## src/rtl/sd_sector_wbwriter_if.sv

```systemverilog
// Wishbone classic write port between sd_sector_wbwriter and one arbitrated
// slave port (wb2..wb5) of the shared 8 KB block RAM.
interface sd_sector_wbwriter_if;
    logic [31:0] wb_adr_o;
    logic [31:0] wb_dat_o;
    logic [3:0]  wb_sel_o;
    logic        wb_we_o;
    logic        wb_cyc_o;
    logic        wb_stb_o;
    logic        wb_ack_i;

    // Writer side: drives the cycle, receives the acknowledge
    modport master (
        output wb_adr_o, wb_dat_o, wb_sel_o, wb_we_o, wb_cyc_o, wb_stb_o,
        input  wb_ack_i
    );

    // RAM port side
    modport slave (
        input  wb_adr_o, wb_dat_o, wb_sel_o, wb_we_o, wb_cyc_o, wb_stb_o,
        output wb_ack_i
    );
endinterface

```

## src/rtl/sd_sector_wbwriter.sv

```systemverilog
// sd_sector_wbwriter: packs an SD receive byte stream little-endian into
// 32-bit words and writes one sector to block RAM with single classic
// Wishbone writes. A two-deep buffer (pack + hold) lets the stream keep
// running while a write waits for its acknowledge.
// Optional feature macro: SDWR_CRC16_EN adds crc_o, the CRC16-CCITT of the
// accepted sector bytes, published when done_o pulses.
module sd_sector_wbwriter #(
    parameter int SECTOR_BYTES = 512,
    parameter int ADR_WRAP     = 8192
) (
    input  logic        wb_clk_i,
    input  logic        wb_rst_ni,
    input  logic        start_i,
    input  logic [31:0] base_adr_i,
    input  logic        abort_i,
    input  logic [7:0]  byte_dat_i,
    input  logic        byte_valid_i,
    output logic        byte_ready_o,
    output logic        busy_o,
    output logic        done_o,
    output logic        err_o,
`ifdef SDWR_CRC16_EN
    output logic [15:0] crc_o,
`endif
    sd_sector_wbwriter_if.master wb
);

    localparam logic [1:0]  ST_IDLE    = 2'd0;
    localparam logic [1:0]  ST_RUN     = 2'd1;
    localparam logic [1:0]  ST_DRAIN   = 2'd2;
    localparam logic [11:0] LAST_CNT   = 12'(SECTOR_BYTES - 1);
    localparam logic [12:0] SECTOR_LEN = 13'(SECTOR_BYTES);
    localparam logic [29:0] WRAP_WORDS = 30'(ADR_WRAP / 4);

    logic [1:0]  state_q;
    logic [11:0] cnt_q;
    logic [31:0] adr_q;
    logic [31:0] pack_q;
    logic [31:0] hold_q;
    logic        pack_full_q;
    logic        hold_vld_q;
    logic        cyc_q;
    logic        abort_pend_q;
    logic        done_q;
    logic        err_q;

    logic        active;
    logic        byte_fire;
    logic        word_done;
    logic [31:0] word_new;
    logic        ack_fire;
    logic        hold_free;
    logic        abort_now;
    logic        finish_err;
    logic        finish_done;
    logic [29:0] adr_inc;
    logic [31:0] adr_next;

    // Handshake and transition qualifiers derived from the registered state
    always_comb begin
        active       = (state_q != ST_IDLE);
        byte_ready_o = (state_q == ST_RUN) && !abort_pend_q
                       && !(pack_full_q && hold_vld_q)
                       && ({1'b0, cnt_q} < SECTOR_LEN);
        byte_fire    = byte_ready_o && byte_valid_i;
        word_done    = byte_fire && (cnt_q[1:0] == 2'b11);
        word_new     = {byte_dat_i, pack_q[23:0]};
        ack_fire     = cyc_q && wb.wb_ack_i;
        hold_free    = !hold_vld_q || ack_fire;
        // A pending abort only completes once no write is left on the bus
        abort_now    = active && (abort_i || abort_pend_q);
        finish_err   = abort_now && (!cyc_q || ack_fire);
        finish_done  = (state_q == ST_DRAIN) && ack_fire && !pack_full_q && !finish_err;
        adr_inc      = adr_q[31:2] + 30'd1;
        adr_next     = (adr_inc == WRAP_WORDS) ? 32'd0 : {adr_inc, 2'b00};
    end

    // Sector sequencing: byte count, abort bookkeeping, completion pulses
    always_ff @(posedge wb_clk_i or negedge wb_rst_ni) begin
        if (!wb_rst_ni) begin
            state_q      <= ST_IDLE;
            cnt_q        <= '0;
            abort_pend_q <= 1'b0;
            done_q       <= 1'b0;
            err_q        <= 1'b0;
        end else begin
            done_q <= 1'b0;
            err_q  <= 1'b0;
            if (state_q == ST_IDLE) begin
                if (start_i) begin
                    state_q      <= ST_RUN;
                    cnt_q        <= '0;
                    abort_pend_q <= 1'b0;
                end
            end else if (finish_err) begin
                state_q      <= ST_IDLE;
                err_q        <= 1'b1;
                abort_pend_q <= 1'b0;
            end else begin
                if (abort_i)
                    abort_pend_q <= 1'b1;
                if (finish_done) begin
                    state_q <= ST_IDLE;
                    done_q  <= 1'b1;
                end else if (byte_fire && (cnt_q == LAST_CNT)) begin
                    state_q <= ST_DRAIN;
                end
                if (byte_fire)
                    cnt_q <= cnt_q + 12'd1;
            end
        end
    end

    // Word assembly, pack-to-hold transfer and write address
    always_ff @(posedge wb_clk_i or negedge wb_rst_ni) begin
        if (!wb_rst_ni) begin
            adr_q       <= '0;
            pack_q      <= '0;
            hold_q      <= '0;
            pack_full_q <= 1'b0;
            hold_vld_q  <= 1'b0;
        end else if (state_q == ST_IDLE) begin
            if (start_i) begin
                adr_q       <= base_adr_i & 32'hFFFF_FFFC;
                pack_q      <= '0;
                hold_q      <= '0;
                pack_full_q <= 1'b0;
                hold_vld_q  <= 1'b0;
            end
        end else begin
            if (ack_fire)
                adr_q <= adr_next;
            if (finish_err || finish_done) begin
                pack_full_q <= 1'b0;
                hold_vld_q  <= 1'b0;
            end else begin
                if (byte_fire)
                    pack_q[{cnt_q[1:0], 3'b000} +: 8] <= byte_dat_i;
                if (hold_free && pack_full_q) begin
                    hold_q      <= pack_q;
                    hold_vld_q  <= 1'b1;
                    pack_full_q <= 1'b0;
                end else if (word_done) begin
                    if (hold_free) begin
                        hold_q     <= word_new;
                        hold_vld_q <= 1'b1;
                    end else begin
                        pack_full_q <= 1'b1;
                    end
                end else if (ack_fire) begin
                    hold_vld_q <= 1'b0;
                end
            end
        end
    end

    // Bus cycle: raise after hold fills, drop after ack, never break a cycle
    always_ff @(posedge wb_clk_i or negedge wb_rst_ni) begin
        if (!wb_rst_ni)
            cyc_q <= 1'b0;
        else if (ack_fire)
            cyc_q <= 1'b0;
        else if (!cyc_q && hold_vld_q && active && !abort_now)
            cyc_q <= 1'b1;
    end

    assign wb.wb_adr_o = adr_q;
    assign wb.wb_dat_o = hold_q;
    assign wb.wb_sel_o = 4'b1111;
    assign wb.wb_we_o  = cyc_q;
    assign wb.wb_cyc_o = cyc_q;
    assign wb.wb_stb_o = cyc_q;
    assign busy_o      = active;
    assign done_o      = done_q;
    assign err_o       = err_q;

`ifdef SDWR_CRC16_EN
    logic [15:0] crc_run_q;
    logic [15:0] crc_q;

    function automatic logic [15:0] crc16_byte(input logic [15:0] crc, input logic [7:0] d);
        logic [15:0] c;
        logic        fb;
        c = crc;
        for (int i = 7; i >= 0; i--) begin
            fb = c[15] ^ d[i];
            c  = {c[14:0], 1'b0};
            if (fb)
                c = c ^ 16'h1021;
        end
        return c;
    endfunction

    // Running CRC over accepted bytes; published value changes only at done
    always_ff @(posedge wb_clk_i or negedge wb_rst_ni) begin
        if (!wb_rst_ni) begin
            crc_run_q <= '0;
            crc_q     <= '0;
        end else if ((state_q == ST_IDLE) && start_i) begin
            crc_run_q <= '0;
            crc_q     <= '0;
        end else begin
            if (byte_fire)
                crc_run_q <= crc16_byte(crc_run_q, byte_dat_i);
            if (finish_done)
                crc_q <= crc_run_q;
        end
    end

    assign crc_o = crc_q;
`endif

endmodule

```

## src/flat_wrapper.sv

```systemverilog
// flat-port wrapper written by rule: the top's interface ports become plain ports
module sd_sector_wbwriter_flat 
#(
    parameter int SECTOR_BYTES = 512,
    parameter int ADR_WRAP     = 8192
)
  (wb_clk_i, wb_rst_ni, start_i, base_adr_i, abort_i, byte_dat_i, byte_valid_i, byte_ready_o, busy_o, done_o, err_o, wb_wb_adr_o, wb_wb_dat_o, wb_wb_sel_o, wb_wb_we_o, wb_wb_cyc_o, wb_wb_stb_o, wb_wb_ack_i);
  sd_sector_wbwriter_if wb_i ();
  input  logic wb_clk_i;
  input  logic wb_rst_ni;
  input  logic start_i;
  input  logic [31:0] base_adr_i;
  input  logic abort_i;
  input  logic [7:0] byte_dat_i;
  input  logic byte_valid_i;
  output logic byte_ready_o;
  output logic busy_o;
  output logic done_o;
  output logic err_o;
  output wire logic [$bits(wb_i.wb_adr_o)-1:0] wb_wb_adr_o;
  output wire logic [$bits(wb_i.wb_dat_o)-1:0] wb_wb_dat_o;
  output wire logic [$bits(wb_i.wb_sel_o)-1:0] wb_wb_sel_o;
  output wire logic [$bits(wb_i.wb_we_o)-1:0] wb_wb_we_o;
  output wire logic [$bits(wb_i.wb_cyc_o)-1:0] wb_wb_cyc_o;
  output wire logic [$bits(wb_i.wb_stb_o)-1:0] wb_wb_stb_o;
  input wire logic [$bits(wb_i.wb_ack_i)-1:0] wb_wb_ack_i;
  assign wb_wb_adr_o = wb_i.wb_adr_o;
  assign wb_wb_dat_o = wb_i.wb_dat_o;
  assign wb_wb_sel_o = wb_i.wb_sel_o;
  assign wb_wb_we_o = wb_i.wb_we_o;
  assign wb_wb_cyc_o = wb_i.wb_cyc_o;
  assign wb_wb_stb_o = wb_i.wb_stb_o;
  assign wb_i.wb_ack_i = wb_wb_ack_i;
  sd_sector_wbwriter #(.SECTOR_BYTES(SECTOR_BYTES), .ADR_WRAP(ADR_WRAP)) u_core (.wb_clk_i(wb_clk_i), .wb_rst_ni(wb_rst_ni), .start_i(start_i), .base_adr_i(base_adr_i), .abort_i(abort_i), .byte_dat_i(byte_dat_i), .byte_valid_i(byte_valid_i), .byte_ready_o(byte_ready_o), .busy_o(busy_o), .done_o(done_o), .err_o(err_o), .wb(wb_i));
endmodule
```

## config.mk

```make
export PLATFORM = sky130hd
export DESIGN_NAME = sd_sector_wbwriter_flat
export DESIGN_NICKNAME = d
export VERILOG_FILES = /design/src/rtl/sd_sector_wbwriter_if.sv /design/src/rtl/sd_sector_wbwriter.sv /design/src/flat_wrapper.sv
export SDC_FILE = /design/constraint.sdc
export NUM_CORES = 1
export LEC_CHECK = 0
export ABC_AREA = 1
export CAP_MARGIN = 0
export CELL_PAD_IN_SITES_DETAIL_PLACEMENT = 1
export CELL_PAD_IN_SITES_GLOBAL_PLACEMENT = 2
export CORE_MARGIN = 2
export CORE_UTILIZATION = 33
export CTS_BUF_LIST = sky130_fd_sc_hd__clkbuf_8
export CTS_CLUSTER_SIZE = 16
export DETAILED_ROUTE_END_ITERATION = 12
export PLACE_DENSITY_LB_ADDON = 0.1
export SLEW_MARGIN = 20
export SYNTH_ARGS = -nofsm -noshare
export SYNTH_HDL_FRONTEND = slang
export SYNTH_SLANG_ARGS = --single-unit
```

## constraint.sdc

```tcl
create_clock -name wb_clk_i -period 4.4 [get_ports wb_clk_i]
set_input_delay 0.88 -clock wb_clk_i [delete_from_list [all_inputs] [get_ports wb_clk_i]]
set_output_delay 0.88 -clock wb_clk_i [all_outputs]
set_load 0.1 [all_outputs]
```

; ---- Word level (Yosys, flattened, before mapping)
; Index checks and enable logic that the tools add are counted.
[word_totals]
reg_bits = 116
in_bits = 46
out_inout_bits = 75
[classes]
n_addsub = 3
n_lt_le_gt_ge = 1
n_eq_ne = 10
n_shift = 2
muxes = 45
reduce_logical = 47
[ops]
columns = operator, count
row1 = $mux W32, 13
row2 = $mux W12, 4
row3 = $bwmux W32, 1
row4 = $shift A8 B7 Y32 const A, 1
row5 = $shiftx A8 B7 Y32, 1
row6 = $add A30 B1 Y30 const B, 1
row7 = $eq A30 B12 Y1 const B, 1
row8 = $mux W1, 22
row9 = $logic_and A1 B1 Y1, 17
row10 = $add A12 B1 Y12 const B, 1
row11 = $eq A12 B9 Y1 const B, 1
row12 = $lt A12 B10 Y1 const B, 1
row13 = $reduce_and A3 Y1, 4
row14 = $mux W2, 5
row15 = $reduce_bool A3 Y1, 3
row16 = $reduce_bool A2 Y1, 4
row17 = $reduce_bool A4 Y1, 2
row18 = $logic_not A1 Y1, 7
row19 = $neg A5 Y7, 1
row20 = $reduce_and A2 Y1, 3
row21 = $ne A5 B5 Y1 const B, 1
row22 = $reduce_bool A5 Y1, 1
row23 = $eq A2 B2 Y1 const B, 2
row24 = $logic_or A1 B1 Y1, 4
row25 = other kinds (6), 7

; ---- Longest topological paths before layout
; Gate-level depths: netlist of the first run.
[depth]
word_depth = 10
ltp_mapped = 15
ltp_nobuf = 15

; ---- Least setup slack after synthesis of the first run
; Ideal clock, no wire load.
[synth_timing]
kind = reg2reg
start = register u_core.cnt_q[11]
end = register u_core.hold_q[24] (netlist: u_core.wb.wb_dat_o[24])
setup_ns = 0.120
t_arrival_ns = 2.967
required_ns = 4.280
path_slack_ns = 1.313
stages_incl_launch_ff = 13
path_buffers = 1
synth_period_minus_slack_ns = 3.087
cell_sequence = dfrtp_1 > inv_1 > nand3_1 > nor3_2 > nand2_1 > inv_1 > nand2_1 > nand2_1 > nand3_1 > nand2_1 > buf_2 > o21ai_0 > o21a_1
[synth_between]
elab_chain_cells = 6
[synth_lines]
columns = item, line_no
row1 = "start, declared", sd_sector_wbwriter.sv:36  ; logic [11:0] cnt_q;
row2 = "start signal, assigned", sd_sector_wbwriter.sv:109  ; cnt_q <= cnt_q + 12'd1;
row3 = $lt A12 B10 Y1, sd_sector_wbwriter.sv:64  ; && ({1'b0, cnt_q} < SECTOR_LEN);
row4 = $logic_and A1 B1 Y1, sd_sector_wbwriter.sv:64
row5 = named net byte_ready_o, flat_wrapper.sv:16  ; output logic byte_ready_o;
row6 = $logic_and A1 B1 Y1, sd_sector_wbwriter.sv:65  ; byte_fire = byte_ready_o && byte_valid_i;
row7 = $logic_and A1 B1 Y1, sd_sector_wbwriter.sv:66  ; word_done = byte_fire && (cnt_q[1:0] == 2'b11);
row8 = $reduce_bool A3 Y1 (no source line), n/a
row9 = $reduce_and A4 Y1 (no source line), n/a
row10 = "end signal, assigned", sd_sector_wbwriter.sv:140  ; hold_q <= pack_q;
row11 = "end signal, assigned", sd_sector_wbwriter.sv:145  ; hold_q <= word_new;
row12 = "end, declared", sd_sector_wbwriter.sv:39  ; logic [31:0] hold_q;
; The timed path passes the listed nets, and every way through them passes these cells.
; A chain may end at the register's enable or synchronous reset.

; ---- Final worst setup path of the first run
[layout_timing]
start = register u_core.state_q[1]
end = output port busy_o
[layout_between]
elab_chain_cells = 1
[layout_lines]
columns = item, line_no
row1 = "start, declared", sd_sector_wbwriter.sv:35  ; logic [1:0] state_q;
row2 = "start signal, assigned", sd_sector_wbwriter.sv:81  ; state_q <= ST_IDLE;
row3 = "start signal, assigned", sd_sector_wbwriter.sv:91  ; state_q <= ST_RUN;
row4 = "start signal, assigned", sd_sector_wbwriter.sv:96  ; state_q <= ST_IDLE;
row5 = $reduce_bool A2 Y1, sd_sector_wbwriter.sv:61  ; active = (state_q != ST_IDLE);
row6 = "end, declared", flat_wrapper.sv:17  ; output logic busy_o;
; Every way passes these cells.

==> results of run 1 <==
==> synthesized netlist by cell type <==
master / n
a211oi_1: 1
a21oi_1: 54
a21oi_4: 4
a22oi_1: 11
and2_1: 2
buf_1: 3
buf_2: 4
buf_4: 12
clkbuf_1: 18
clkinv_1: 1
conb_1: 2
dfrtp_1: 114
ha_1: 5
inv_1: 90
inv_2: 6
inv_4: 1
nand2_1: 187
nand2_2: 1
nand2_4: 1
nand3_1: 71
nand3_2: 1
nand3b_1: 9
nand4_1: 15
nor2_1: 95
nor2_2: 3
nor3_1: 9
nor3_2: 2
nor3b_1: 2
o211ai_1: 1
o21a_1: 7
o21ai_0: 76
o21ai_1: 8
o21ai_4: 1
o22ai_1: 1
o31ai_1: 1
o41ai_1: 1
or2_1: 1
or2_2: 1
xnor2_1: 1
xor2_1: 3
==> registers in the layout, indices dropped and copies added (netlist names) <==
register / count
u_core.cnt_q: 12
u_core.err_o: 1
u_core.wb.wb_dat_o: 32
u_core.abort_pend_q: 1
u_core.pack_full_q: 1
u_core.pack_q: 32
u_core.wb.wb_adr_o: 30
u_core.hold_vld_q: 1
u_core.wb.wb_cyc_o: 1
u_core.done_o: 1
u_core.state_q: 2
==> layout make-up <==
class	instances	area (um2)	area share, %
clock buffer	17	234	2.96
clock inverter	15	205	2.59
inverter	98	370	4.68
multi-input combinational	581	2790	35.3
sequential	114	2850	36.1
tap	234	293	3.70
timing repair buffer	118	1160	14.7
==> placed cells by master, fill, tap and decap left out, drive strengths merged, types with 3 or more instances in the layout <==
master	n
nand3b	9
clkbuf	17
clkinv	6
o21ai	85
a22oi	11
inv	100
clkdlybuf4s50	111
bufinv	4
nand4	15
clkinvlp	3
dfrtp	114
nand3	72
conb	6
buf	7
nand2	189
ha	5
o21a	7
xor2	3
nor3	11
a21oi	58
nor2	98
==> power breakdown <==
group	switching, mW	internal [mW]	total, mW
Clock	0.483	0.622	1.11
Sequential	0.286	1.29	1.57
Combinational	2.58	0.769	3.35
Total	3.35	2.68	6.03
==> worst min-delay path by stage <==
stage                                  end  slack (ns)  cells past startpoint
floorplan                 u_core.cnt_q[11]        0.46                      2
global placement          u_core.cnt_q[11]        0.47                      2
detailed placement        u_core.cnt_q[11]        0.48                      2
CTS                       u_core.cnt_q[11]        0.50                      2
global route        u_core.wb.wb_dat_o[27]        0.53                      1
finish                    u_core.cnt_q[11]        0.50                      2
==> stage by stage <==
stage | utilization [%] | area [um2] | instances
after floorplan | - | 6200 | 830
after global placement | 40.2 | 7470 | 1145
after detailed placement | 40.2 | 7470 | 1145
final | 42.6 | 7910 | 1177
after global routing | 42.6 | 7910 | 1177
after CTS | 42.6 | 7910 | 1177
==> cells by family (layout without fill, tap and decap cells) <==
family	after synthesis	after routing	share of synthesized area [%]
xor gates and xnor gates	4	4	0.566
other	2	6	0.121
adders and majority gates	5	5	1.01
and+or+nand+nor	400	400	27.9
AOI/OAI and AO/OA	166	166	15.3
DFF	114	114	46.1
buffers and inverters	135	248	9.04
==> worst min-delay path: cells and delay by family (launching register included) <==
family | cells | cell delay (ns)
DFF | 1 | 0.32
buffers and inverters | 1 | 0.05
and+or+nand+nor | 1 | 0.09
==> routing by layer <==
metal	wire length, um	up-vias
met5	0	-
met4	288	0
met3	648	20
met2	10300	99
met1	8220	2875
li1	-	2887
==> run_results.csv, run 1 <==
group,metric,value,unit
clock_network,clk_pin_slew,0.07,ns
clock_network,clock_sinks,114,
worst_setup_path,crit_path_cell_trace,"inv_1, nand2_4, clkdlybuf4s50_1",
timing,fmax,289,MHz
worst_setup_path,path_class,"register to output port",
clock_network,cts-hold-fix-buffers,0,
synthesis,ys_types,40,
drt,vias_per_cell,5.00,
die,die-area,19900,um2
die,die_y,141,um
synthesis,syn_inst,826,
run_status,status,"finished clean",
drt,dr.pass1.iters,4,
global_routing,grt_max_degree,74,
worst_setup_path,start_kind,"register",
synthesis,yosys_register_bits,114,
worst_setup_path,worstSetupStartpoint,"u_core.state_q[1]",
placement,place_ws,1.01,ns
synthesis,netlist.area_leader.share,46.1,%
placement,dp_hpwl,14400,um
global_routing,use_met1,24.1,%
global_routing,grtUsageMet3,3.74,%
timing,hold_ws,0.496,ns
worst_setup_path,crit_slowest_cell,"clkdlybuf4s50_1",
clock_network,clk_latency,0.44,ns
power_and_ir_drop,p_leak,3.51,nW
timing,skew,0.0176,ns
layout,drive_above_1_share,6.36,%
power_and_ir_drop,max-vdd-ir-drop,219,uV
die,die_x,141,um
die,rows,50,
clock_network,htreeDepth,4,
timing,drv_slew,0,
timing,hold_viol,0,
timing,period_share,78.6,%
worst_setup_path,cp.required,3.52,ns
drt,drt_iter0_markers,224,
power_and_ir_drop,powerDensity,762,nW/um2
worst_setup_path,r2r_cells,9,
drt,num_vias,5881,
layout,fin_nets,981,
worst_setup_path,cp-endpoint,"busy_o",
layout,nFillCells,2264,
synthesis,netlist_area,6190,um2
flow_run,maxCapViolations,0,
worst_setup_path,cp_max_fo,34,
synthesis,synth_top_cells_by_area,"dfrtp_1 46%, nand2_1 11%, o21ai_0 6.1%",
drt,drc,0,
worst_setup_path,cp-end-kind,"output port",
drt,ant_nets,0,
global_routing,grt_pass1_wl,32300,um
worst_setup_path,crit_cells,3,
placement,gp_congestion,0.858,
layout,syn_to_final_growth,27.8,%
timing,rsz0062_at_grt,"false",
power_and_ir_drop,power,6.03,mW
timing,slew_headroom,32.6,%
timing,period_minus_slack,3.46,ns
global_routing,grt-ovfl-total,0,
global_routing,antenna_found_initial,0,
global_routing,groute.layer.met2.usage,37.7,%
min_path,hold_path_startpoint,"u_core.cnt_q[11]",
die,initial_core_util,33.3,%
drt,wl_per_cell,16.5,um
clock_network,clockBufferDepth,2,
timing,fin_tns_setup,0,ns
timing,setup_viol,0,
synthesis,synth.avg_cell_area,7.49,um2
drt,routed_wl,19500,um
synthesis,ys_warn_count,0,
timing,tightestPinTransition,1.01,ns
clock_network,postCtsSetupBuffers,0,
clock_network,root_buffer,"clkbuf_8",
timing,postLayoutSetupSlackWorst,0.942,ns
clock_network,cts_buffers,17,
worst_setup_path,cp_num_buf_inv,2,
die,core-area,18600,um2
global_routing,grt_pass1_vias,6439,
die,pin_count,121,
global_routing,top_usage_layer,"met2",
placement,io_buffer_count,112,
worst_setup_path,reg2reg_slack,1.46,ns
layout,antenna_cells,0,
global_routing,track_usage,20.5,%
worst_setup_path,r2r-start,"u_core.state_q[1]",
worst_setup_path,max_stage_delay,1.24,ns
worst_setup_path,crit-reg2reg-capture,"u_core.pack_q[18]",
worst_setup_path,cpLargestDelayFamily,"buffers and inverters",
clock_network,cts_tree,"yes",
synthesis,yosys.area.top_type,"dfrtp_1",
synthesis,synth.yosys.seq_area_share,46.1,%
min_path,hold_path.class,"register to register",
clock_network,cts_resized,0,
worst_setup_path,arrival,2.58,ns
Power figures use the tool's default switching activity.
==> inputs of run 2 (changes only) <==
--- a/config.mk
+++ b/config.mk
@@ -10,7 +10,7 @@
 export CELL_PAD_IN_SITES_DETAIL_PLACEMENT = 1
 export CELL_PAD_IN_SITES_GLOBAL_PLACEMENT = 2
 export CORE_MARGIN = 2
-export CORE_UTILIZATION = 33
+export CORE_UTILIZATION = 30
 export CTS_BUF_LIST = sky130_fd_sc_hd__clkbuf_8
 export CTS_CLUSTER_SIZE = 16
 export DETAILED_ROUTE_END_ITERATION = 12
==> constraint.sdc (replaced) <==
create_clock -name wb_clk_i -period 3.54 [get_ports wb_clk_i]
set_input_delay 0.708 -clock wb_clk_i [delete_from_list [all_inputs] [get_ports wb_clk_i]]
set_output_delay 0.708 -clock wb_clk_i [all_outputs]
set_load 0.1 [all_outputs]
==> run 2 against run 1 <==
  * Final area fell by 0.44%
  * Wire length is 2.2% higher
  * Global-route usage down 1.4 points
  * Hold slack got worse by 0.20 ns
  * Via count is essentially flat
  * Sequential share of layout area rose by 0.16 points
  * Count of clock-buffer cells in the layout increased by 2
  * Combinational power increased by 23%
  * Non-clock buffer count grew 2
  * Critical path type unchanged
  * Worst setup slack got worse by 0.21 ns
  * Flip-flop and latch count unchanged
==> run_results.csv, run 2 (synthesis results as in run 1) <==
group,metric,value,unit
worst_setup_path,max_stage_delay,1.18,ns
die,die-area,21800,um2
worst_setup_path,r2r_cells,14,
run_status,status,"finished clean",
clock_network,clk_latency,0.47,ns
layout,final_area,7880,um2
layout,nFillCells,2496,
power_and_ir_drop,internal-power,3.19,mW
power_and_ir_drop,pwr-share-comb,56.1,%
worst_setup_path,path_class,"register to output port",
die,rows,52,
layout,antenna_cells,0,
clock_network,cts_resized,0,
global_routing,grt_pass1_wl,32900,um
timing,fin_tns_setup,0,ns
power_and_ir_drop,powerDensity,936,nW/um2
drt,routed_wl,19900,um
drt,vias_per_cell,4.84,
die,initial_core_util,30.6,%
global_routing,antenna_found_initial,0,
die,core-area,20200,um2
clock_network,cts-hold-fix-buffers,0,
timing,drv_slew,0,
clock_network,clock_sinks,114,
layout,final_cell_mix,"187 x nand2_1, 114 x dfrtp_1, 95 x nor2_1",
flow_run,maxCapViolations,0,
power_and_ir_drop,p_leak,3.54,nW
timing,hold_ws,0.298,ns
die,die_y,148,um
timing,tightestPinTransition,0.972,ns
clock_network,cts_buffers,17,
worst_setup_path,cp.required,2.83,ns
layout,final_common_cell,"nand2_1",
global_routing,grt_max_degree,59,
timing,slew_headroom,35.0,%
die,pin_count,121,
worst_setup_path,crit-reg2reg-capture,"u_core.wb.wb_adr_o[2]",
placement,dp_hpwl,14500,um
power_and_ir_drop,max-vdd-ir-drop,256,uV
timing,rsz0062_at_grt,"false",
clock_network,clockBufferDepth,2,
placement,io_buffer_count,112,
worst_setup_path,cp_max_fo,6,
worst_setup_path,crit_slowest_cell,"clkdlybuf4s50_1",
power_and_ir_drop,switchingPower,4.18,mW
global_routing,track_usage,19.1,%
power_and_ir_drop,power.share.sequential,26.3,%
layout,drive_above_1_share,10.1,%
worst_setup_path,reg2reg_slack,0.93,ns
placement,gp_congestion,0.838,
worst_setup_path,start_kind,"register",
min_path,hold_path.class,"input port to asynchronous set/reset pin",
power_and_ir_drop,p_clk_share,17.6,%
drt,drc,0,
drt,ant_nets,0,
timing,fmax,356,MHz
worst_setup_path,cp-end-kind,"output port",
worst_setup_path,r2r-start,"u_core.wb.wb_adr_o[2]",
drt,wl_per_cell,16.4,um
clock_network,cts_tree,"yes",
global_routing,grt_pass1_vias,6394,
worst_setup_path,cpLargestDelayFamily,"buffers and inverters",
clock_network,clk_pin_slew,0.09,ns
timing,period_share,79.3,%
drt,dr.pass1.iters,4,
worst_setup_path,arrival,2.10,ns
clock_network,postCtsSetupBuffers,0,
worst_setup_path,crit_path_cell_trace,"clkdlybuf4s50_1",
worst_setup_path,cp_num_buf_inv,1,
placement,dpl-instance-area,7460,um2
layout,fin_util,38.9,%
timing,skew,0.0201,ns
drt,num_vias,5879,
layout,fin_nets,983,
timing,hold_viol,0,
clock_network,htreeDepth,4,
power_and_ir_drop,swShare,56.8,%
timing,setup_viol,0,
timing,period_minus_slack,2.81,ns
clock_network,root_buffer,"clkbuf_8",
drt,drt_iter0_markers,187,
die,die_x,148,um
layout,syn_to_final_growth,27.3,%
global_routing,grt-ovfl-total,0,
## run 2: area by class of cell
class | instances | area [um2] | share of cell area [%]
Inverter | 98 | 370 | 4.70
Timing Repair Buffer | 120 | 1110 | 14.1
Tap cell | 270 | 338 | 4.29
Sequential cell | 114 | 2850 | 36.2
Clock inverter | 13 | 153 | 1.94
Clock buffer | 19 | 262 | 3.32
Multi-Input combinational cell | 581 | 2790 | 35.4
## run 2: layer usage
metal	vias up	routed length (um)	global-route usage (%)
li1	2898	-	-
met1	2878	8800	23.5
met2	84	10300	34.2
met3	19	560	4.10
met4	0	223	4.42
met5	-	0	0
## run 2: power groups by stage
stage               clock network, mW  logic [mW]  registers, mW
global placement                    0        4.11           1.96
detailed placement                  0        4.17           1.97
CTS                              1.34        4.18           1.95
floorplan                           0        1.61           3.46
global route                     1.40        4.46           2.00
finish                           1.30        4.13           1.94
## run 2: metrics by stage
step | instances | worst slack, ns | power, mW
final | 1215 | 0.732 | 7.37
after global routing | 1215 | 0.601 | 7.86
after detailed placement | 1183 | 0.561 | 6.14
after CTS | 1215 | 0.723 | 7.47
after floorplan | 830 | 0.453 | 5.07
after global placement | 1183 | 0.690 | 6.07
## run 2: how the worst max path moves through the flow
stage | cells after the start | to | start
final | 1 | wb_wb_adr_o[20] | u_core.wb.wb_adr_o[20]
after detailed placement | 11 | u_core.pack_q[9] | abort_i
after CTS | 1 | wb_wb_adr_o[16] | u_core.wb.wb_adr_o[16]
after floorplan | 12 | u_core.wb.wb_dat_o[24] | u_core.cnt_q[11]
after global placement | 11 | u_core.pack_q[25] | abort_i
after global routing | 14 | u_core.wb.wb_adr_o[3] | u_core.wb.wb_adr_o[2]
==> patch 1 (settings of run 2) <==
`SECTOR_BYTES` is set to 512 in 2 places; all go to 384.
--- a/src/rtl/sd_sector_wbwriter.sv
+++ b/src/rtl/sd_sector_wbwriter.sv
@@ -5,7 +5,7 @@
 // Optional feature macro: SDWR_CRC16_EN adds crc_o, the CRC16-CCITT of the
 // accepted sector bytes, published when done_o pulses.
 module sd_sector_wbwriter #(
-    parameter int SECTOR_BYTES = 512,
+    parameter int SECTOR_BYTES = 384,
     parameter int ADR_WRAP     = 8192
 ) (
     input  logic        wb_clk_i,
--- a/src/flat_wrapper.sv
+++ b/src/flat_wrapper.sv
@@ -1,7 +1,7 @@
 // flat-port wrapper written by rule: the top's interface ports become plain ports
 module sd_sector_wbwriter_flat 
 #(
-    parameter int SECTOR_BYTES = 512,
+    parameter int SECTOR_BYTES = 384,
     parameter int ADR_WRAP     = 8192
 )
   (wb_clk_i, wb_rst_ni, start_i, base_adr_i, abort_i, byte_dat_i, byte_valid_i, byte_ready_o, busy_o, done_o, err_o, wb_wb_adr_o, wb_wb_dat_o, wb_wb_sel_o, wb_wb_we_o, wb_wb_cyc_o, wb_wb_stb_o, wb_wb_ack_i);
Check against the original RTL: no difference found for any inputs over 4 cycles, from zero or initial values and one cycle with wb_rst_ni low; that may be too few to reach the edited logic, so the function may still have changed.
==> patch 1 against run 2 <==
Total power is 8.4% higher. Synthesized area is 0.53% higher. Cell area is 0.48% higher. Worst setup slack better by 0.034 ns. Routed wire length is 2.9% higher. Sequential cell count stayed put. Die area is 0.51% higher. Largest power group unchanged. Combinational power is 14% higher.
==> patch 1: results (changes against run 2) <==
===============================================================================
Avg WL per Cell ..................................................      16.9 um   was 16.4 um
Highest fanout seen on the critical path .........................            5   was 6
Worst endpoint data arrival time .................................      2.07 ns   was 2.10 ns
Routed metal-1 wire length .......................................      8830 um   was 8800 um
IR Drop Worst-Case VDD ...........................................     0.329 mV   was 0.256 mV
Global-route met1 utilization ....................................        0.226   was 0.235
Layout Cells excl Fill ...........................................         1209   was 1215
Met2 track demand over resource ..................................        0.342   about the same
Leakage ..........................................................      3.59 nW   was 3.54 nW
Synth cell count leaders ......................................... sky130_fd_sc_hd__nand2_1, sky130_fd_sc_hd__dfrtp_1, sky130_fd_sc_hd__inv_1, sky130_fd_sc_hd__nor2_1, sky130_fd_sc_hd__o21ai_0   was sky130_fd_sc_hd__nand2_1, sky130_fd_sc_hd__dfrtp_1, sky130_fd_sc_hd__nor2_1, sky130_fd_sc_hd__inv_1, sky130_fd_sc_hd__o21ai_0
Worst Clk Skew ...................................................    0.0147 ns   was 0.0201 ns
Fraction of final layout cells sized beyond drive strength 1 .....        0.106   was 0.101
Met3 track demand over resource in global routing ................       0.0475   was 0.0410
Fmax .............................................................    0.361 GHz   was 0.356 GHz
Setup slack, reg-to-reg ..........................................      1.00 ns   was 0.93 ns
Final hold slack .................................................     0.168 ns   was 0.298 ns
Share of the yosys chip area belonging to registers ..............        0.459   was 0.461
FF-to-FF Start ................................................... u_core.state_q[0]   was u_core.wb.wb_adr_o[2]
Final #Nets ......................................................          977   was 983
Met3 layer wire length in the routed design ......................       829 um   was 560 um
Worst Reg2Reg Path Length in Cells ...............................            9   was 14
Wire length of the first global-routing pass .....................     33100 um   was 32900 um
Pin slew with the least headroom to its limit ....................     0.995 ns   was 0.972 ns
Placed cell area .................................................     7500 um2   was 7460 um2
Via count of the routed design ...................................         5892   was 5879
Status ...........................................................    completed   unchanged
Placer's final routability congestion estimate ...................        0.800   was 0.838
Fillers ..........................................................         2503   was 2496
Number of global-route vias before repair ........................         6486   was 6394
Gr usage total ...................................................        0.193   was 0.191
Endpoint of the worst register-to-register path .................. u_core.wb.wb_adr_o[7]   was u_core.wb.wb_adr_o[2]
Number of DRC markers after the initial detailed-route iteration .          222   was 187
Syn Area/Cell ....................................................     7.60 um2   was 7.49 um2
DR WL met2 .......................................................     10300 um   about the same
Post-placement worst setup slack .................................     0.617 ns   was 0.561 ns
===============================================================================
==> patch 1: changes by cell type in the layout (fill, tap and decap cells not counted), sizes merged, moves of 2 or more <==
cell	delta
a21oi	-6
inv	+6
nand2	-5
a22oi	+4
buf	-3
clkdlybuf4s50	+3
mux2	+3
nand4	-3
nor2	+3
nor3	-3
clkinvlp	+2
nand3b	-2
o21ai	-2
==> patch 1: worst max-delay path by stage <==
stage,startpoint,end,cells past startpoint
2_1_floorplan,u_core.cnt_q[9],byte_ready_o,2
3_3_place_gp,wb_wb_ack_i,u_core.pack_q[25],11
3_5_place_dp,wb_wb_ack_i,u_core.pack_q[24],11
4_1_cts,u_core.wb.wb_adr_o[17],wb_wb_adr_o[17],1
5_1_grt,u_core.wb.wb_adr_o[19],wb_wb_adr_o[19],1
6_report,u_core.wb.wb_adr_o[19],wb_wb_adr_o[19],1
==> patch 1: area by class of cell <==
type | count | area [um2] | share of cell area
clock buffer | 19 | 262 | 0.0330
timing repair buffer | 120 | 1120 | 0.141
multi-input combinational | 568 | 2800 | 0.353
inverter | 105 | 397 | 0.0501
sequential | 114 | 2850 | 0.361
clock inverter | 13 | 151 | 0.0191
tap | 270 | 338 | 0.0427
==> patch 1: logic make-up after synthesis <==
family / after synthesis / share of synthesized area
adder cells (fa/ha/maj): 5 / 0.0101
XOR/XNOR: 4 / 0.00563
buffers and inverters: 141 / 0.0943
multiplexers: 3 / 0.00543
AND/OR/NAND/NOR: 387 / 0.274
AO/OA/AOI/OAI: 163 / 0.151
flip-flops: 114 / 0.459
other: 2 / 0.00121
==> patch 1: where the power goes <==
group | internal [mW] | switching [mW] | total, mW
clock network | 0.673 | 0.619 | 1.29
registers | 1.62 | 0.387 | 2.00
logic | 1.08 | 3.62 | 4.70
total | 3.37 | 4.62 | 7.99
==> patch 2 (config.mk and constraints of run 2) <==
Made on the original files. Put one more register stage on the output `err_o`, with the module's reset. The value now appears one clock later. The other outputs are not delayed to match.
--- a/src/rtl/sd_sector_wbwriter.sv
+++ b/src/rtl/sd_sector_wbwriter.sv
@@ -172,7 +172,13 @@
     assign wb.wb_stb_o = cyc_q;
     assign busy_o      = active;
     assign done_o      = done_q;
-    assign err_o       = err_q;
+    always_ff @(posedge wb_clk_i or negedge wb_rst_ni) begin
+        if (!wb_rst_ni) begin
+            err_o <= '0;
+        end else begin
+            err_o <= err_q;
+        end
+    end
 
 `ifdef SDWR_CRC16_EN
     logic [15:0] crc_run_q;
Function: changed (Yosys sat finds a counterexample within 4 cycles, from zero or initial values and one cycle with wb_rst_ni low).
==> patch 2 against run 2 <==
Via count is 0.70% lower. Highest routed layer unchanged. Hold slack improved by 0.073 ns. Critical path depth is the same. Clock power grew 5%. Largest power group unchanged. Total power increased by 0.20%. Synthesized area is 0.49% lower. Largest cell class unchanged. Cell area about the same. Worst setup slack gained 0.020 ns. Sequential cell count up 1. Maximum frequency rose by 0.71%. Synthesized cell count decreased by 2.3%. Routed wire length hardly changed.
==> patch 2: results (changes against run 2) <==
========================================================================================
Min-Delay Path Class ...................................................... input port to asynchronous set/reset pin   unchanged
Number of warning messages in the yosys log ...............................            0   unchanged
Wire length of the first global-routing pass ..............................     33100 um   was 32900 um
Worst slew margin relative to its limit ...................................        0.338   was 0.350
Total length of routed wires ..............................................     19900 um   about the same
Number of input and output port buffers inserted ..........................          112   unchanged
Half-perimeter wire length of the detailed placement result ...............     14600 um   was 14500 um
Critical path's largest stage delay .......................................      1.18 ns   about the same
Fillers ...................................................................         2478   was 2496
Largest net degree at the start of global routing .........................           65   was 59
Number of global-route vias before repair .................................         6414   was 6394
Status ....................................................................    completed   unchanged
CP max-delay cell ......................................................... sky130_fd_sc_hd__clkdlybuf4s50_1   unchanged
Gr usage total ............................................................        0.191   about the same
Share of the yosys chip area belonging to registers .......................        0.467   was 0.461
Setup slack, reg-to-reg ...................................................      1.12 ns   was 0.93 ns
Fraction of final layout cells sized beyond drive strength 1 ..............        0.104   was 0.101
Clock insertion delay at the later pin of the skew report .................      0.44 ns   was 0.47 ns
Final #Nets ...............................................................          968   was 983
Share of flip-flops with an asynchronous set or reset .....................         1.00   unchanged
Highest fanout seen on the critical path ..................................            5   was 6
Antenna fix cells .........................................................            0   unchanged
TritonCTS buffer count ....................................................           17   unchanged
Synth unique cells ........................................................           43   was 40
IR Drop Worst-Case VDD ....................................................     0.271 mV   was 0.256 mV
Worst Clk Skew ............................................................    0.0124 ns   was 0.0201 ns
Worst endpoint data arrival time ..........................................      2.08 ns   was 2.10 ns
Net Switching .............................................................      4.07 mW   was 4.18 mW
Top cells by area, synth .................................................. sky130_fd_sc_hd__dfrtp_1, sky130_fd_sc_hd__nand2_1, sky130_fd_sc_hd__nand3_1, sky130_fd_sc_hd__o21ai_0, sky130_fd_sc_hd__nor2_1   was sky130_fd_sc_hd__dfrtp_1, sky130_fd_sc_hd__nand2_1, sky130_fd_sc_hd__o21ai_0, sky130_fd_sc_hd__nor2_1, sky130_fd_sc_hd__nand3_1
CTS resizes ...............................................................            0   unchanged
Number of buffers on the longest clock path ...............................            2   unchanged
Category of cells accounting for the largest share of critical-path delay . buffers and inverters   unchanged
CTS Hold Buffers Added ....................................................            0   unchanged
Synth cell count leaders .................................................. sky130_fd_sc_hd__nand2_1, sky130_fd_sc_hd__dfrtp_1, sky130_fd_sc_hd__nor2_1, sky130_fd_sc_hd__inv_1, sky130_fd_sc_hd__nand3_1   was sky130_fd_sc_hd__nand2_1, sky130_fd_sc_hd__dfrtp_1, sky130_fd_sc_hd__nor2_1, sky130_fd_sc_hd__inv_1, sky130_fd_sc_hd__o21ai_0
Number of DRC markers after the initial detailed-route iteration ..........          221   was 187
Setup Buffers After CTS ...................................................            0   unchanged
Maximum level of the CTS H-tree ...........................................            4   unchanged
Drt first pass iters ......................................................            4   unchanged
Placer's final routability congestion estimate ............................        0.817   was 0.838
Initial antenna violation count ...........................................            0   unchanged
Leakage ...................................................................      3.54 nW   about the same
Via count of the routed design ............................................         5838   was 5879
Reg clk slew, reported paths ..............................................      0.08 ns
========================================================================================
## patch 2: layout make-up
class | instances | area [um2] | area share
inverters | 88 | 333 | 0.0423
flip-flops and latches | 115 | 2880 | 0.366
clock buffers | 17 | 234 | 0.0297
repair buffers | 124 | 1130 | 0.143
clock inverters | 14 | 190 | 0.0242
well taps | 270 | 338 | 0.0429
multi-input cells | 571 | 2770 | 0.352
## patch 2: path summary, 6_finish.rpt
kind	startpoint	end	cells past startpoint
max	u_core.wb.wb_adr_o[17]	wb_wb_adr_o[17]	1
min	wb_rst_ni	u_core.done_o	1
max reg2reg	u_core.wb.wb_adr_o[2]	u_core.wb.wb_adr_o[3]	14
min reg2reg	u_core.err_q	u_core.err_o	0
max in group asynchronous	wb_rst_ni	u_core.wb.wb_adr_o[25]	2
min in group wb_clk_i	u_core.err_q	u_core.err_o	0
## patch 2: routing by layer
layer,GRT usage,routed length (um),vias to the layer above,share of wire
met5,0,0,-,0
met2,0.347,10400,98,0.52
met1,0.233,8640,2869,0.43
li1,-,-,2857,-
met3,0.0379,681,14,0.034
met4,0.0438,199,0,0.010
## patch 2: power groups by stage
stage	Clock (mW)	Sequential (mW)	Combinational, mW
final	1.36	1.96	4.07
after global routing	1.46	2.02	4.43
after CTS	1.40	1.96	4.12
after detailed placement	0	1.99	4.11
after global placement	0	1.97	4.04
after floorplan	0	3.23	1.79
## patch 2: cell families (layout without fill, tap and decap cells)
kind of cell | count (synthesis) | after routing | share of synthesized area
AND/OR/NAND/NOR | 392 | 392 | 0.282
AO/OA/AOI/OAI | 161 | 161 | 0.145
buffers and inverters | 125 | 243 | 0.0849
flip-flops | 115 | 115 | 0.467
XOR/XNOR | 6 | 6 | 0.00853
adder cells (fa/ha/maj) | 5 | 5 | 0.0102
other | 2 | 6 | 0.00122
multiplexers | 1 | 1 | 0.00163
## patch 2: per-stage QoR
stage	cell area [um2]	setup WS (ns)	hold WS, ns	total power [mW]	cells
final	7870	0.752	0.371	7.39	1199
after global routing	7870	0.684	0.380	7.90	1199
after CTS	7870	0.717	0.376	7.49	1199
after detailed placement	7450	0.711	0.358	6.10	1168
after global placement	7450	0.761	0.337	6.01	1168
after floorplan	6170	0.489	0.331	5.02	811
